==> config.mk <==
export PLATFORM = sky130hd
export DESIGN_NAME = mem_bus_arbiter_flat
export DESIGN_NICKNAME = d
export VERILOG_FILES = /design/src/rtl/mem_bus_arbiter_if.sv /design/src/rtl/mem_bus_arbiter.sv /design/src/flat_wrapper.sv
export SDC_FILE = /design/constraint.sdc
export NUM_CORES = 1
export LEC_CHECK = 0
export BUFFER_PORTS_ARGS = -buffer_cell sky130_fd_sc_hd__buf_4
export CAP_MARGIN = 20
export CORE_AREA = 2 2 109 111
export CTS_BUF_LIST = sky130_fd_sc_hd__clkbuf_4 sky130_fd_sc_hd__clkbuf_8
export CTS_CLUSTER_DIAMETER = 200
export DETAILED_ROUTE_END_ITERATION = 7
export DIE_AREA = 0 0 111 113
export PLACE_DENSITY_LB_ADDON = 0.3
export SYNTH_ARGS = -nofsm -noshare
export SYNTH_HDL_FRONTEND = slang
export SYNTH_SLANG_ARGS = --single-unit
==> constraint.sdc <==
create_clock -name clk -period 1.43 [get_ports clk]
set_input_delay 0.143 -clock clk [delete_from_list [all_inputs] [get_ports clk]]
set_output_delay 0.143 -clock clk [all_outputs]
set_load 0.01 [all_outputs]
==> src/rtl/mem_bus_arbiter_if.sv <==
// Signal bundle shared by the fetch port, the MEM data port and the external bus bridge.
// The "master" view belongs to the arbiter; "slave" is the view of the core and bridge.
interface mem_bus_arbiter_if;
    logic        inst_req;
    logic [31:0] inst_addr;
    logic [31:0] inst_rdata;
    logic        inst_ready;

    logic        data_req;
    logic        data_wr;
    logic [3:0]  data_sel;
    logic [1:0]  data_size;
    logic [31:0] data_addr;
    logic [31:0] data_wdata;
    logic [31:0] data_rdata;
    logic        data_ready;

    logic        stall_if;
    logic        stall_mem;

    logic        bus_req;
    logic        bus_wr;
    logic [3:0]  bus_sel;
    logic [1:0]  bus_size;
    logic [31:0] bus_addr;
    logic [31:0] bus_wdata;
    logic        bus_addr_ok;
    logic        bus_data_ok;
    logic [31:0] bus_rdata;

    modport master (
        input  inst_req, inst_addr,
        input  data_req, data_wr, data_sel, data_size, data_addr, data_wdata,
        input  bus_addr_ok, bus_data_ok, bus_rdata,
        output inst_rdata, inst_ready, data_rdata, data_ready,
        output stall_if, stall_mem,
        output bus_req, bus_wr, bus_sel, bus_size, bus_addr, bus_wdata
    );

    modport slave (
        output inst_req, inst_addr,
        output data_req, data_wr, data_sel, data_size, data_addr, data_wdata,
        output bus_addr_ok, bus_data_ok, bus_rdata,
        input  inst_rdata, inst_ready, data_rdata, data_ready,
        input  stall_if, stall_mem,
        input  bus_req, bus_wr, bus_sel, bus_size, bus_addr, bus_wdata
    );
endinterface

==> src/rtl/mem_bus_arbiter.sv <==
// Shares one SRAM-like bus between instruction fetch and the MEM-stage data port.
// Define ARB_STARVE_GUARD_EN to let fetch win a grant after STARVE_LIMIT data grants in a row.
module mem_bus_arbiter #(
    parameter int STARVE_LIMIT = 4
) (
    input  logic              clk,
    input  logic              rst,
    mem_bus_arbiter_if.master bus
);

    typedef enum logic [1:0] {ST_IDLE, ST_ADDR, ST_DATA} state_t;
    typedef enum logic [1:0] {OWN_NONE, OWN_INST, OWN_DATA} owner_t;

    if (STARVE_LIMIT < 1 || STARVE_LIMIT > 15) begin : g_bad_limit
        $error("mem_bus_arbiter: STARVE_LIMIT must be within 1..15");
    end

    state_t      state_q, state_d;
    owner_t      owner_q, owner_d;
    logic        wr_q, wr_d;
    logic [3:0]  sel_q, sel_d;
    logic [1:0]  size_q, size_d;
    logic [31:0] addr_q, addr_d;
    logic [31:0] wdata_q, wdata_d;
    logic [31:0] inst_rdata_q, inst_rdata_d;
    logic [31:0] data_rdata_q, data_rdata_d;
    logic        inst_ready_q, inst_ready_d;
    logic        data_ready_q, data_ready_d;

    logic        inst_pend;
    logic        data_pend;
    logic        starve_hit;
    logic        grant_inst;
    logic        grant_data;
    logic        complete;

    // A requester whose ready pulse is out this cycle is still holding req; ignore it to avoid reissue.
    assign inst_pend = bus.inst_req & ~inst_ready_q;
    assign data_pend = bus.data_req & ~data_ready_q;

`ifdef ARB_STARVE_GUARD_EN
    logic [3:0] starve_cnt_q, starve_cnt_d;

    assign starve_hit = (starve_cnt_q == 4'(STARVE_LIMIT));

    always_comb begin
        starve_cnt_d = starve_cnt_q;
        if (grant_inst) begin
            starve_cnt_d = 4'd0;
        end else if (grant_data && inst_pend && starve_cnt_q != 4'hF) begin
            starve_cnt_d = starve_cnt_q + 4'd1;
        end
    end
`else
    assign starve_hit = 1'b0;
`endif

    always_comb begin
        grant_inst = 1'b0;
        grant_data = 1'b0;
        if (state_q == ST_IDLE) begin
            if (data_pend && !(inst_pend && starve_hit)) begin
                grant_data = 1'b1;
            end else if (inst_pend) begin
                grant_inst = 1'b1;
            end
        end
    end

    assign complete = ((state_q == ST_ADDR) && bus.bus_addr_ok && bus.bus_data_ok) ||
                      ((state_q == ST_DATA) && bus.bus_data_ok);

    always_comb begin
        state_d      = state_q;
        owner_d      = owner_q;
        wr_d         = wr_q;
        sel_d        = sel_q;
        size_d       = size_q;
        addr_d       = addr_q;
        wdata_d      = wdata_q;
        inst_rdata_d = inst_rdata_q;
        data_rdata_d = data_rdata_q;
        inst_ready_d = 1'b0;
        data_ready_d = 1'b0;

        unique case (state_q)
            ST_IDLE: begin
                if (grant_data) begin
                    state_d = ST_ADDR;
                    owner_d = OWN_DATA;
                    wr_d    = bus.data_wr;
                    sel_d   = bus.data_wr ? bus.data_sel : 4'b0000;
                    size_d  = bus.data_size;
                    addr_d  = bus.data_addr;
                    wdata_d = bus.data_wdata;
                end else if (grant_inst) begin
                    state_d = ST_ADDR;
                    owner_d = OWN_INST;
                    wr_d    = 1'b0;
                    sel_d   = 4'b0000;
                    size_d  = 2'd2;
                    addr_d  = bus.inst_addr;
                    wdata_d = 32'd0;
                end
            end
            ST_ADDR: begin
                if (bus.bus_addr_ok) begin
                    state_d = bus.bus_data_ok ? ST_IDLE : ST_DATA;
                end
            end
            ST_DATA: begin
                if (bus.bus_data_ok) begin
                    state_d = ST_IDLE;
                end
            end
            default: state_d = ST_IDLE;
        endcase

        // Stores leave the load data register untouched.
        if (complete) begin
            owner_d = OWN_NONE;
            if (owner_q == OWN_INST) begin
                inst_ready_d = 1'b1;
                inst_rdata_d = bus.bus_rdata;
            end else if (owner_q == OWN_DATA) begin
                data_ready_d = 1'b1;
                if (!wr_q) begin
                    data_rdata_d = bus.bus_rdata;
                end
            end
        end
    end

    always_ff @(posedge clk) begin
        if (rst) begin
            state_q      <= ST_IDLE;
            owner_q      <= OWN_NONE;
            wr_q         <= 1'b0;
            sel_q        <= 4'd0;
            size_q       <= 2'd0;
            addr_q       <= 32'd0;
            wdata_q      <= 32'd0;
            inst_rdata_q <= 32'd0;
            data_rdata_q <= 32'd0;
            inst_ready_q <= 1'b0;
            data_ready_q <= 1'b0;
`ifdef ARB_STARVE_GUARD_EN
            starve_cnt_q <= 4'd0;
`endif
        end else begin
            state_q      <= state_d;
            owner_q      <= owner_d;
            wr_q         <= wr_d;
            sel_q        <= sel_d;
            size_q       <= size_d;
            addr_q       <= addr_d;
            wdata_q      <= wdata_d;
            inst_rdata_q <= inst_rdata_d;
            data_rdata_q <= data_rdata_d;
            inst_ready_q <= inst_ready_d;
            data_ready_q <= data_ready_d;
`ifdef ARB_STARVE_GUARD_EN
            starve_cnt_q <= starve_cnt_d;
`endif
        end
    end

    assign bus.bus_req    = (state_q == ST_ADDR);
    assign bus.bus_wr     = wr_q;
    assign bus.bus_sel    = sel_q;
    assign bus.bus_size   = size_q;
    assign bus.bus_addr   = addr_q;
    assign bus.bus_wdata  = wdata_q;
    assign bus.inst_rdata = inst_rdata_q;
    assign bus.inst_ready = inst_ready_q;
    assign bus.data_rdata = data_rdata_q;
    assign bus.data_ready = data_ready_q;
    assign bus.stall_if   = inst_pend;
    assign bus.stall_mem  = data_pend;

endmodule
==> src/flat_wrapper.sv <==
// flat-port wrapper written by rule: the top's interface ports become plain ports
module mem_bus_arbiter_flat 
#(
    parameter int STARVE_LIMIT = 4
)
  (clk, rst, bus_inst_req, bus_inst_addr, bus_data_req, bus_data_wr, bus_data_sel, bus_data_size, bus_data_addr, bus_data_wdata, bus_bus_addr_ok, bus_bus_data_ok, bus_bus_rdata, bus_inst_rdata, bus_inst_ready, bus_data_rdata, bus_data_ready, bus_stall_if, bus_stall_mem, bus_bus_req, bus_bus_wr, bus_bus_sel, bus_bus_size, bus_bus_addr, bus_bus_wdata);
  mem_bus_arbiter_if bus_i ();
  input  logic clk;
  input  logic rst;
  input wire logic [$bits(bus_i.inst_req)-1:0] bus_inst_req;
  input wire logic [$bits(bus_i.inst_addr)-1:0] bus_inst_addr;
  input wire logic [$bits(bus_i.data_req)-1:0] bus_data_req;
  input wire logic [$bits(bus_i.data_wr)-1:0] bus_data_wr;
  input wire logic [$bits(bus_i.data_sel)-1:0] bus_data_sel;
  input wire logic [$bits(bus_i.data_size)-1:0] bus_data_size;
  input wire logic [$bits(bus_i.data_addr)-1:0] bus_data_addr;
  input wire logic [$bits(bus_i.data_wdata)-1:0] bus_data_wdata;
  input wire logic [$bits(bus_i.bus_addr_ok)-1:0] bus_bus_addr_ok;
  input wire logic [$bits(bus_i.bus_data_ok)-1:0] bus_bus_data_ok;
  input wire logic [$bits(bus_i.bus_rdata)-1:0] bus_bus_rdata;
  output wire logic [$bits(bus_i.inst_rdata)-1:0] bus_inst_rdata;
  output wire logic [$bits(bus_i.inst_ready)-1:0] bus_inst_ready;
  output wire logic [$bits(bus_i.data_rdata)-1:0] bus_data_rdata;
  output wire logic [$bits(bus_i.data_ready)-1:0] bus_data_ready;
  output wire logic [$bits(bus_i.stall_if)-1:0] bus_stall_if;
  output wire logic [$bits(bus_i.stall_mem)-1:0] bus_stall_mem;
  output wire logic [$bits(bus_i.bus_req)-1:0] bus_bus_req;
  output wire logic [$bits(bus_i.bus_wr)-1:0] bus_bus_wr;
  output wire logic [$bits(bus_i.bus_sel)-1:0] bus_bus_sel;
  output wire logic [$bits(bus_i.bus_size)-1:0] bus_bus_size;
  output wire logic [$bits(bus_i.bus_addr)-1:0] bus_bus_addr;
  output wire logic [$bits(bus_i.bus_wdata)-1:0] bus_bus_wdata;
  assign bus_i.inst_req = bus_inst_req;
  assign bus_i.inst_addr = bus_inst_addr;
  assign bus_i.data_req = bus_data_req;
  assign bus_i.data_wr = bus_data_wr;
  assign bus_i.data_sel = bus_data_sel;
  assign bus_i.data_size = bus_data_size;
  assign bus_i.data_addr = bus_data_addr;
  assign bus_i.data_wdata = bus_data_wdata;
  assign bus_i.bus_addr_ok = bus_bus_addr_ok;
  assign bus_i.bus_data_ok = bus_bus_data_ok;
  assign bus_i.bus_rdata = bus_bus_rdata;
  assign bus_inst_rdata = bus_i.inst_rdata;
  assign bus_inst_ready = bus_i.inst_ready;
  assign bus_data_rdata = bus_i.data_rdata;
  assign bus_data_ready = bus_i.data_ready;
  assign bus_stall_if = bus_i.stall_if;
  assign bus_stall_mem = bus_i.stall_mem;
  assign bus_bus_req = bus_i.bus_req;
  assign bus_bus_wr = bus_i.bus_wr;
  assign bus_bus_sel = bus_i.bus_sel;
  assign bus_bus_size = bus_i.bus_size;
  assign bus_bus_addr = bus_i.bus_addr;
  assign bus_bus_wdata = bus_i.bus_wdata;
  mem_bus_arbiter #(.STARVE_LIMIT(STARVE_LIMIT)) u_core (.clk(clk), .rst(rst), .bus(bus_i));
endmodule
==> key figures, run 1 <==
Run status
  • Outcome: completed

Timing
  • Crit share post-route: 99.8%
  • Max Fclk: 701 MHz
  • Hold Fails Final Rpt: 0
  • Fin Clk Skew: 0.00785 ns
  • Worst slew pin tran: 0.327 ns
  • RSZ-0062 raised after global routing: true
  • Worst Hold Slack: 0.0344 ns
  • Fin. max-slew vios: 0
  • Final TNS setup: 0 ns
  • Endpoints failing setup: 0
  • Final worst slack: 0.00287 ns
  • Slew margin rel.: 78.2%
  • Fin crit period: 1.43 ns

Synth
  • Synth Area in Compound Gates: 22.7%
  • Main synth FF type: dfxtp_1
  • Cells after Synth: 587
  • Distinct cells, synth: 26
  • Post-synthesis adder-cell area fraction: 0%
  • Synth top area share: 54.9%
  • EDFF count, synth: 0
  • Synth Area in Simple Gates: 17.0%
  • YS warnings: 0
  • Synth cell count leaders: 162 x nand2_1, 141 x dfxtp_1, 98 x a21oi_1
  • Largest area contributor in the netlist: dfxtp_1
  • Cell with the most instances after synthesis: nand2_1
  • Post-synthesis xor/xnor area fraction: 0%
  • Post-Synthesis Cell Area: 0.00514 mm²
  • Register area share after synthesis: 54.9%
  • Mux contribution to synthesized area: 0%
  • Synth area leaders: dfxtp_1 55%, nand2_1 12%, a21oi_1 9.5%, o221ai_1 5.4%, a22oi_1 5.0%
  • Asr flop ratio synth: 0%
  • Register bit total from synthesis: 141
  • Synthesized net count: 728
  • Main combinational cell family by area after synthesis: compound AO/OA/AOI/OAI gates
  • Mean Syn Cell Area: 8.76 µm²

Global routing
  • Grt ovf: 0
  • Initial antenna violation count: 0
  • First-pass GRT wire length: 29.8 mm
  • Overall Global Routing Usage: 29.6%
  • Vias in the first global route: 5995
  • Largest net degree at the start of global routing: 63

Floorplan
  • Die Ht: 113 µm
  • Initial core utilization: 45.6%
  • Die X-Extent: 111 µm
  • # IOs: 281
  • Core area: 0.0113 mm²
  • Cell Rows: 39
  • Die area: 0.0125 mm²

Worst setup path
  • CP max stage cell: dfxtp_4
  • WP buf/inv: 2
  • R2r startpoint: u_core.state_q[1]$_SDFFE_PP0P_
  • Crit-path cells: nand3b_1, buf_4, a21boi_4, buf_12, nand2_1, a21oi_2
  • Critical Path RT: 1.78 ns
  • Terminus of the critical flop-to-flop path: u_core.bus.inst_rdata[8]$_SDFFE_PP0P_
  • R2R setup slack: 0.003 ns
  • Slowest cell delay on critical path: 0.37 ns
  • Depth of the worst register-to-register path: 6
  • Setup crit start kind: flop
  • Max FO, Critical Path: 32
  • Critical path class: flop to flop
  • CP delay by family, top: buffers and inverters
  • Crit path arrival time: 1.78 ns
  • CP Capture Type: flop

Clocking
  • CTS Root Cell: clkbuf_8
  • Worst skew pair latency: 0.43 ns
  • Clk sink count: 141
  • H-Tree Depth: 4
  • CTS tree: built
  • Worst-case clock buffer depth: 2
  • Total CTS buffers: 17
  • CTS clock-pin slew for the worst setup and hold paths: 0.07 ns

Pwr
  • Part of the power in combinational logic: 18.6%
  • VDD IR max: 0.694 mV
  • Int Power: 7.08 mW
  • P_sw: 2.41 mW
  • Clock power frac: 36.9%
  • Proportion of power drawn by flip-flops and latches: 44.5%
  • PD cells: 1060 mW/mm²
  • Switching power share of the total: 25.4%
  • Pleak: 3.80 nW

Placement
  • Pre-CTS setup slack: -0.0859 ns
  • Port bufs: 280
  • Gpl congestion: 0.884
  • DP Area: 0.00742 mm²
  • DP Wirelength: 11.4 mm

Detailed routing
  • Antenna-violating nets left: 0
  • DR DRC count: 0
  • Detailed Route Iter0 Violations: 463
  • WL final: 19.8 mm
  • Via Count: 5856
  • Routed len/inst: 18.2 µm
  • Via-to-Cell Ratio: 5.36
  • 1st-pass router iterations: 5

Finish
  • Fraction of layout cells with a size suffix above 1: 40.3%
  • Sequential cell area: 0.00283 mm²
  • # nets final: 1078
  • Footprint of the multi-input gates: 0.00220 mm²
  • Final Cell Area: 0.00894 mm²
  • Final core utilization: 79.3%
  • Fill cell count: 693
  • Area growth syn-to-layout: 73.8%
  • Diodes inserted: 0

Flow run
  • # Max-Cap Violations: 0

Worst hold path
  • Hold wc startpoint: bus_inst_addr[27]
  • Hold endpoint: u_core.bus.bus_addr[27]$_SDFFE_PP0P_
  • Hold Crit Depth: 3
  • HP Class: input port to flop
registers in the layout, indices dropped and copies added, names as in the netlist:
signal	count
u_core.bus.bus_sel	4
u_core.bus.data_rdata	32
u_core.bus.bus_addr	32
u_core.state_q	2
u_core.bus.inst_rdata	32
u_core.bus.bus_size	2
u_core.owner_q	2
u_core.bus.bus_wr	1
u_core.bus.data_ready	1
u_core.bus.bus_wdata	32
u_core.bus.inst_ready	1
repair_timing:
| item | in CTS | in global routing |
|---|---|---|
| hold buffers | 73 | 0 |
| gates cloned | 2 | 4 |
| endpoints found under the setup margin | 119 | 114 |
| pin swaps | 4 | 23 |
| resized for setup | 8 | 35 |
| setup buffers | 1 | 2 |
| hold endpoints to repair | 107 | 0 |
area by class of cell:
type / instances / area share, %
Clock buffer: 21 / 3.09
Clock inverter: 10 / 1.83
Inverter: 2 / 0.0840
Multi-Input combinational cell: 394 / 24.6
Tap cell: 143 / 2.00
Timing Repair Buffer: 381 / 36.7
Sequential cell: 141 / 31.7
per-stage QoR:
step	total power, mW	std cells
floorplan	4.89	587
global placement	5.62	979
detailed placement	5.67	979
CTS	9.38	1086
global route	9.86	1092
finish	9.49	1092
cell families after synthesis:
logic type	Yosys count
simple gates	216
compound gates	178
flops	141
buf+inv	52
how the worst max path moves through the flow:
| stage | from | to | slack [ns] | depth (start not counted) |
|---|---|---|---|---|
| 5_1_grt | u_core.state_q[1]$_SDFFE_PP0P_ | u_core.bus.data_ready$_SDFF_PP0_ | -0.07 | 5 |
| 3_3_place_gp | u_core.bus.data_ready$_SDFF_PP0_ | u_core.bus.bus_addr[17]$_SDFFE_PP0P_ | 0.01 | 5 |
| 2_1_floorplan | u_core.bus.data_ready$_SDFF_PP0_ | u_core.bus.bus_addr[10]$_SDFFE_PP0P_ | 0.003 | 8 |
| 6_report | u_core.state_q[1]$_SDFFE_PP0P_ | u_core.bus.inst_rdata[8]$_SDFFE_PP0P_ | 0.003 | 6 |
| 3_5_place_dp | u_core.bus.data_ready$_SDFF_PP0_ | u_core.bus.bus_addr[2]$_SDFFE_PP0P_ | -0.09 | 5 |
| 4_1_cts | u_core.state_q[1]$_SDFFE_PP0P_ | u_core.bus.inst_ready$_SDFF_PP0_ | 0.0003 | 5 |
metal layers:
layer,track usage [%],routed length (µm),vias up
met5,0,0,-
met4,13.9,736,0
met3,9.32,1650,61
met2,52.5,10100,330
met1,32.3,7290,2732
li1,-,-,2733
tightest hold or removal path, stage by stage:
cell and delay [ns]:
buf_4 0.08, o221ai_1 0.08, a21oi_1 0.12
placed cells by master, fill, tap and decap left out, types with 3 or more instances in the layout:
master,instances
buf_4,289
nand2_1,159
dfxtp_1,136
a21oi_1,91
dlygate4sd3_1,73
nor2_1,41
a22oi_1,32
o221ai_1,21
clkbuf_8,19
o221ai_2,10
buf_12,9
a21oi_2,7
bufinv_16,4
clkbuf_16,4
buf_6,4
dfxtp_2,4
a32oi_1,3
nand2_2,3
a211oi_1,3
clkinv_4,3
power groups by stage:
stage	Sequential (mW)	Clock [mW]	Combinational [mW]
final	4.22	3.50	1.76
after global routing	4.24	3.75	1.88
after CTS	4.21	3.57	1.59
after detailed placement	4.30	0	1.37
after global placement	4.29	0	1.34
after floorplan	4.36	0	0.528
(Power assumes the default switching activity.)
==> run 2: changes to the inputs <==
- PLACE_DENSITY: not set -> 0.81
- PLACE_DENSITY_LB_ADDON: 0.3 -> not set
==> run 2 against run 1 <==
Net effect: the run now ends with negative setup slack left; worst hold slack worse by 0.0099 ns; wire length up 8.6%; sequential power about the same; clock-buffer cell count up 2; setup slack worse by 0.070 ns; critical path depth up 1; power down 0.48%; fmax down 4.7%; via count up 4.1%; core utilization up 0.74 points; critical endpoint is now u_core.bus.bus_wdata[24]$_SDFFE_PP0P_.
==> key figures, run 2 (synthesized netlist as in run 1, its figures left out) <==
Global routing
  • Largest net degree at the start of global routing: 46 (was 63)
  • Initial antenna violation count: 0 (unchanged)
  • First-pass GRT wire length: 29.4 mm (was 29.8 mm)
  • Vias in the first global route: 5960 (was 5995)
  • Grt ovf: 0 (unchanged)
  • Overall Global Routing Usage: 29.3% (was 29.6%)

Worst setup path
  • Critical path class: flop to flop (unchanged)
  • Critical Path RT: 1.79 ns (was 1.78 ns)
  • Crit path arrival time: 1.86 ns (was 1.78 ns)
  • Depth of the worst register-to-register path: 7 (was 6)
  • CP Capture Type: flop (unchanged)
  • Setup crit start kind: flop (unchanged)
  • WP buf/inv: 3 (was 2)
  • Crit-path cells: nand2b_2, nor3_4, buf_6, buf_8, buf_12, a22oi_2, nor2_1 (was nand3b_1, buf_4, a21boi_4, buf_12, nand2_1, a21oi_2)
  • Slowest cell delay on critical path: 0.31 ns (was 0.37 ns)
  • Max FO, Critical Path: 10 (was 32)
  • Levels on crit path: 7 (was 6)
  • CP delay by family, top: simple AND/OR/NAND/NOR gates (was buffers and inverters)
  • R2R setup slack: -0.07 ns (was 0.003 ns)
  • CP max stage cell: dfxtp_1 (was dfxtp_4)

Detailed routing
  • Via-to-Cell Ratio: 5.56 (was 5.36)
  • 1st-pass router iterations: 5 (unchanged)
  • Detailed Route Iter0 Violations: 632 (was 463)
  • WL final: 21.5 mm (was 19.8 mm)
  • DR DRC count: 0 (unchanged)
  • Routed len/inst: 19.6 µm (was 18.2 µm)
  • Antenna-violating nets left: 0 (unchanged)
  • Via Count: 6099 (was 5856)

Floorplan
  • Initial core utilization: 45.6% (unchanged)
  • # IOs: 281 (unchanged)
  • Cell Rows: 39 (unchanged)
  • Core area: 0.0113 mm² (unchanged)
  • Die area: 0.0125 mm² (unchanged)
  • Die Ht: 113 µm (unchanged)
  • Die X-Extent: 111 µm (unchanged)

Placement
  • Gpl congestion: 0.895 (was 0.884)
  • DP Wirelength: 12.0 mm (was 11.4 mm)
  • Port bufs: 280 (unchanged)
  • Placed Cells: 981 (was 979)

Finish
  • Sequential cell area: 0.00283 mm² (about the same)
  • Diodes inserted: 0 (unchanged)
  • # nets final: 1084 (was 1078)
  • Non-Filler Instances: 1097 (was 1092)
  • Fraction of layout cells with a size suffix above 1: 41.6% (was 40.3%)
  • Footprint of the multi-input gates: 0.00223 mm² (was 0.00220 mm²)
  • Area growth syn-to-layout: 75.4% (was 73.8%)
  • Final core utilization: 80.1% (was 79.3%)
  • Leading cell type in the layout, fill and taps excluded: buf_4 (unchanged)
  • Commonest non-fill, non-tap cells in the layout: 286 x buf_4, 162 x nand2_1, 138 x dfxtp_1, 87 x a21oi_1, 73 x dlygate4sd3_1 (was 289 x buf_4, 159 x nand2_1, 136 x dfxtp_1, 91 x a21oi_1, 73 x dlygate4sd3_1)
  • Fill cell count: 633 (was 693)

Clocking
  • CTS Root Cell: clkbuf_8 (unchanged)
  • CTS tree: built (unchanged)
  • CTS clock-pin slew for the worst setup and hold paths: 0.08 ns (was 0.07 ns)
  • Worst skew pair latency: 0.46 ns (was 0.43 ns)
  • Worst-case clock buffer depth: 2 (unchanged)
  • Total CTS buffers: 17 (unchanged)
  • Clk sink count: 141 (unchanged)
  • H-Tree Depth: 4 (unchanged)

Timing
  • Worst slew pin tran: 0.431 ns (was 0.327 ns)
  • Hold Fails Final Rpt: 0 (unchanged)
  • Fin crit period: 1.50 ns (was 1.43 ns)
  • RSZ-0062 raised after global routing: true (unchanged)
  • Worst Hold Slack: 0.0245 ns (was 0.0344 ns)
  • Fin. max-slew vios: 0 (unchanged)
  • Fin Clk Skew: 0.0154 ns (was 0.00785 ns)
  • Max Fclk: 668 MHz (was 701 MHz)
  • Final worst slack: -0.0673 ns (was 0.00287 ns)
  • Crit share post-route: 105% (was 99.8%)
  • Slew margin rel.: 71.3% (was 78.2%)
  • Endpoints failing setup: 16 (was 0)

Worst hold path
  • HP Class: input port to flop (unchanged)
  • Hold Crit Depth: 3 (unchanged)

Run status
  • Outcome: finished, violations left (was completed)
  • Failing checks: negative setup slack

Pwr
  • PD cells: 1050 mW/mm² (was 1060 mW/mm²)
  • VDD IR max: 1.07 mV (was 0.694 mV)
  • Overall power: 9.45 mW (was 9.49 mW)
  • Pleak: 3.83 nW (was 3.80 nW)

Flow run
  • # Max-Cap Violations: 0 (unchanged)
-- run 2: changes by cell type in the layout (fill, tap and decap cells not counted), moves of 4 or more --
cell      change
a22oi_1      -21
a22oi_2      +21
buf_6         +4
o221ai_1     +11
o221ai_2     -10
a21oi_2       +4
a21oi_1       -4
-- run 2: layer usage --
layer	part of all wire (%)	routed length, µm	global-route usage (%)
met1	35	7630	31.5
met2	51	11000	52.6
met3	9.2	1990	10.6
met5	0	0	0
met4	4.1	887	12.1
-- run 2: cell type report --
cell class	count	area share, %
clock buffers	23	3.30
clock inverters	7	1.25
inverters	2	0.0832
multi-input cells	394	24.7
flip-flops and latches	141	31.3
well taps	143	1.98
repair buffers	387	37.3
-- run 2: final timing paths --
| path | start | to |
|---|---|---|
| worst min-delay path | bus_inst_addr[29] | u_core.bus.bus_addr[29]$_SDFFE_PP0P_ |
| worst max-delay path | u_core.bus.data_ready$_SDFF_PP0_ | u_core.bus.bus_wdata[24]$_SDFFE_PP0P_ |
| worst min register to register | u_core.bus.bus_addr[28]$_SDFFE_PP0P_ | u_core.bus.bus_addr[28]$_SDFFE_PP0P_ |
| worst max register to register | u_core.bus.data_ready$_SDFF_PP0_ | u_core.bus.bus_wdata[24]$_SDFFE_PP0P_ |
-- run 2: what timing repair did --
| action | in CTS | in global routing |
|---|---|---|
| pin swaps | 0 | 8 |
| endpoints found under the hold margin | 109 | 0 |
| cloned | 0 | 10 |
| gates resized for setup | 4 | 56 |
| hold buffers | 73 | 0 |
| buffers inserted | 0 | 3 |
| setup endpoints to repair | 15 | 127 |
-- run 2: worst register-to-register path: cells and delay by family, from the launching register on --
kind / cells / cell delay [ns]
AND/OR/NAND/NOR: 3 / 0.58
AO/OA/AOI/OAI: 1 / 0.05
flip-flops: 1 / 0.31
buffers and inverters: 3 / 0.46
-- run 2: where the power goes --
group / internal [mW] / switching [mW] / leakage, nW
Combinational: 0.972 / 0.855 / 2.47
Sequential: 4.11 / 0.130 / 1.15
Clock: 1.89 / 1.49 / 0.212
-- run 2: metrics by stage --
stage / cell area [µm²] / setup WS (ns) / TNS [ns]
after floorplan: 5150 / 0.00322 / 0
after global placement: 7440 / 0.0760 / 0
after detailed placement: 7440 / -0.0196 / -0.0433
after CTS: 8590 / 0.00158 / 0
after global routing: 9020 / -0.115 / -4.23
final: 9020 / -0.0673 / -0.280
==> run 3: changes to the inputs <==
- RECOVER_POWER: not set -> 100
==> run 3 against run 2 <==
Net effect: the run still ends with negative setup slack left; largest power group unchanged; core utilization shrank 2.7 points; largest cell class unchanged; die area is the same; clock power is essentially flat; critical path depth is the same; global-route usage is the same; register-to-register slack is essentially flat; design area shrank 3.4%; non-clock buffer count is the same; power shrank 0.82%; clock-buffer cell count is the same; critical endpoint unchanged; combinational power shrank 4%.
==> key figures, run 3 (synthesized netlist as in run 1, its figures left out) <==
Clocking
  • Clk sink count: 141 (unchanged)
  • Worst skew pair latency: 0.45 ns (was 0.46 ns)
  • CTS tree: built (unchanged)
  • CTS Root Cell: clkbuf_8 (unchanged)
  • H-Tree Depth: 4 (unchanged)
  • Total CTS buffers: 17 (unchanged)
  • Worst-case clock buffer depth: 2 (unchanged)
  • CTS clock-pin slew for the worst setup and hold paths: 0.08 ns (about the same)

Floorplan
  • Die Ht: 113 µm (unchanged)
  • Die X-Extent: 111 µm (unchanged)
  • Cell Rows: 39 (unchanged)
  • Initial core utilization: 45.6% (unchanged)
  • Core area: 0.0113 mm² (unchanged)
  • Die area: 0.0125 mm² (unchanged)
  • # IOs: 281 (unchanged)

Finish
  • Final Cell Area: 0.00872 mm² (was 0.00902 mm²)
  • Commonest non-fill, non-tap cells in the layout: 205 x buf_4, 162 x nand2_1, 138 x dfxtp_1, 87 x a21oi_1, 81 x clkbuf_1 (was 286 x buf_4, 162 x nand2_1, 138 x dfxtp_1, 87 x a21oi_1, 73 x dlygate4sd3_1)
  • Sequential cell area: 0.00283 mm² (unchanged)
  • Leading cell type in the layout, fill and taps excluded: buf_4 (unchanged)
  • Diodes inserted: 0 (unchanged)
  • Non-Filler Instances: 1097 (unchanged)
  • Footprint of the multi-input gates: 0.00223 mm² (unchanged)
  • Fill cell count: 751 (was 633)
  • Fraction of layout cells with a size suffix above 1: 33.1% (was 41.6%)
  • # nets final: 1084 (unchanged)
  • Area growth syn-to-layout: 69.5% (was 75.4%)

Timing
  • RSZ-0062 raised after global routing: true (unchanged)
  • Fin. max-slew vios: 0 (unchanged)
  • Final worst slack: -0.0735 ns (was -0.0673 ns)
  • Fin Clk Skew: 0.0144 ns (was 0.0154 ns)
  • Hold Fails Final Rpt: 0 (unchanged)
  • Worst slew pin tran: 0.430 ns (was 0.431 ns)
  • Fin crit period: 1.50 ns (about the same)
  • Max Fclk: 665 MHz (was 668 MHz)
  • Slew margin rel.: 71.3% (about the same)
  • Crit share post-route: 105% (about the same)
  • Endpoints failing setup: 15 (was 16)

Detailed routing
  • WL final: 21.6 mm (was 21.5 mm)
  • 1st-pass router iterations: 7 (was 5)
  • Via-to-Cell Ratio: 5.56 (about the same)
  • DR DRC count: 0 (unchanged)
  • Antenna-violating nets left: 0 (unchanged)
  • Routed len/inst: 19.7 µm (was 19.6 µm)
  • Via Count: 6102 (was 6099)
  • Detailed Route Iter0 Violations: 565 (was 632)

Worst setup path
  • Crit path arrival time: 1.86 ns (about the same)
  • CP dominant cell by count: buf_6
  • Max FO, Critical Path: 10 (unchanged)
  • CP Capture Type: flop (unchanged)
  • CP delay by family, top: buffers and inverters (was simple AND/OR/NAND/NOR gates)
  • Critical Path RT: 1.78 ns (was 1.79 ns)
  • WP buf/inv: 4 (was 3)
  • Setup crit start kind: flop (unchanged)
  • Crit-path cells: buf_6, nor3_4, buf_6, buf_8, buf_12, a22oi_2, nor2_1 (was nand2b_2, nor3_4, buf_6, buf_8, buf_12, a22oi_2, nor2_1)
  • Critical path class: flop to flop (unchanged)
  • CP max stage cell: dfxtp_4 (was dfxtp_1)
  • Slowest cell delay on critical path: 0.37 ns (was 0.31 ns)

Placement
  • DP Area: 0.00744 mm² (unchanged)
  • Placed Cells: 981 (unchanged)
  • DP Wirelength: 12.0 mm (unchanged)
  • Port bufs: 280 (unchanged)
  • Gpl congestion: 0.895 (unchanged)
  • Pre-CTS setup slack: -0.0196 ns (unchanged)

Pwr
  • Overall power: 9.37 mW (was 9.45 mW)
  • Pleak: 3.49 nW (was 3.83 nW)
  • Int Power: 6.90 mW (was 6.97 mW)
  • P_sw: 2.47 mW (about the same)
  • Clock power frac: 36.1% (was 35.8%)
  • Part of the power in combinational logic: 18.8% (was 19.3%)
  • Proportion of power drawn by flip-flops and latches: 45.2% (was 44.8%)
  • Switching power share of the total: 26.3% (was 26.2%)
  • PD cells: 1070 mW/mm² (was 1050 mW/mm²)
  • VDD IR max: 1.08 mV (was 1.07 mV)

Global routing
  • Vias in the first global route: 5960 (unchanged)
  • Overall Global Routing Usage: 29.3% (unchanged)
  • First-pass GRT wire length: 29.4 mm (unchanged)
  • Initial antenna violation count: 0 (unchanged)
  • Largest net degree at the start of global routing: 46 (unchanged)
  • Grt ovf: 0 (unchanged)

Run status
  • Failing checks: negative setup slack (unchanged)
  • Outcome: finished, violations left (unchanged)

Flow run
  • # Max-Cap Violations: 0 (unchanged)

Worst hold path
  • HP Class: input port to flop (unchanged)
[run 3: cell count changes in the layout (fill, tap and decap cells not counted), sizes merged]
| cell | previous run | this run |
|---|---|---|
| clkbuf | 29 | 110 |
| buf | 308 | 227 |
[run 3: worst register-to-register path, stage by stage, from the launching register on]
cell and delay, ns:
dfxtp_4 0.37, buf_6 0.12, nor3_4 0.18, buf_6 0.16, buf_8 0.14, buf_12 0.15, a22oi_2 0.06, nor2_1 0.23
[run 3: layer usage]
metal  track usage (%)  vias up  wire length [µm]  share of wire (%)
met1              31.5     2911              7750                 36
li1                  -     2750                 -                  -
met3              10.6       80              1860                8.6
met4              12.1        0               904                4.2
met5                 0        -                 0                  0
met2              52.6      361             11100                 51
[run 3: power by group through the flow]
stage               combinational [mW]  sequential (mW)  clock (mW)
finish                            1.76             4.23        3.38
global route                      1.85             4.25        3.57
CTS                               1.55             4.21        3.38
detailed placement                1.38             4.30           0
global placement                  1.34             4.29           0
floorplan                        0.528             4.36           0
[run 3: cell type report]
class                   instances  area share [%]
repair buffers                387            35.2
flip-flops and latches        141            32.4
multi-input cells             394            25.6
clock buffers                  23            3.41
well taps                     143            2.05
clock inverters                 7            1.29
inverters                       2          0.0861
[run 3: per-stage QoR]
step                hold WS, ns  setup TNS (ns)  util, %
global placement          0.366               0     66.0
global route             0.0212           -4.20     77.4
finish                   0.0284          -0.265     77.4
detailed placement        0.373         -0.0433     66.0
CTS                     0.00490               0     76.2
floorplan                 0.221               0        -
[run 3: what timing repair did]
action	CTS	global route
hold buffers	73	0
setup buffers	0	3
endpoints found under the hold margin	109	0
endpoints found under the setup margin	15	127
gates resized for setup	4	56
cloned	0	10
pin swaps	0	8
[run 3: final timing paths]
kind                                                           start                               endpoint  cells past startpoint  slack, ns
worst max-delay path                  u_core.state_q[0]$_SDFFE_PP0P_  u_core.bus.bus_wdata[24]$_SDFFE_PP0P_                      7      -0.07
worst min-delay path                                bus_inst_addr[9]    u_core.bus.bus_addr[9]$_SDFFE_PP0P_                      3       0.03
worst min register to register  u_core.bus.bus_addr[19]$_SDFFE_PP0P_   u_core.bus.bus_addr[19]$_SDFFE_PP0P_                      2       0.45
worst max register to register        u_core.state_q[0]$_SDFFE_PP0P_  u_core.bus.bus_wdata[24]$_SDFFE_PP0P_                      7      -0.07
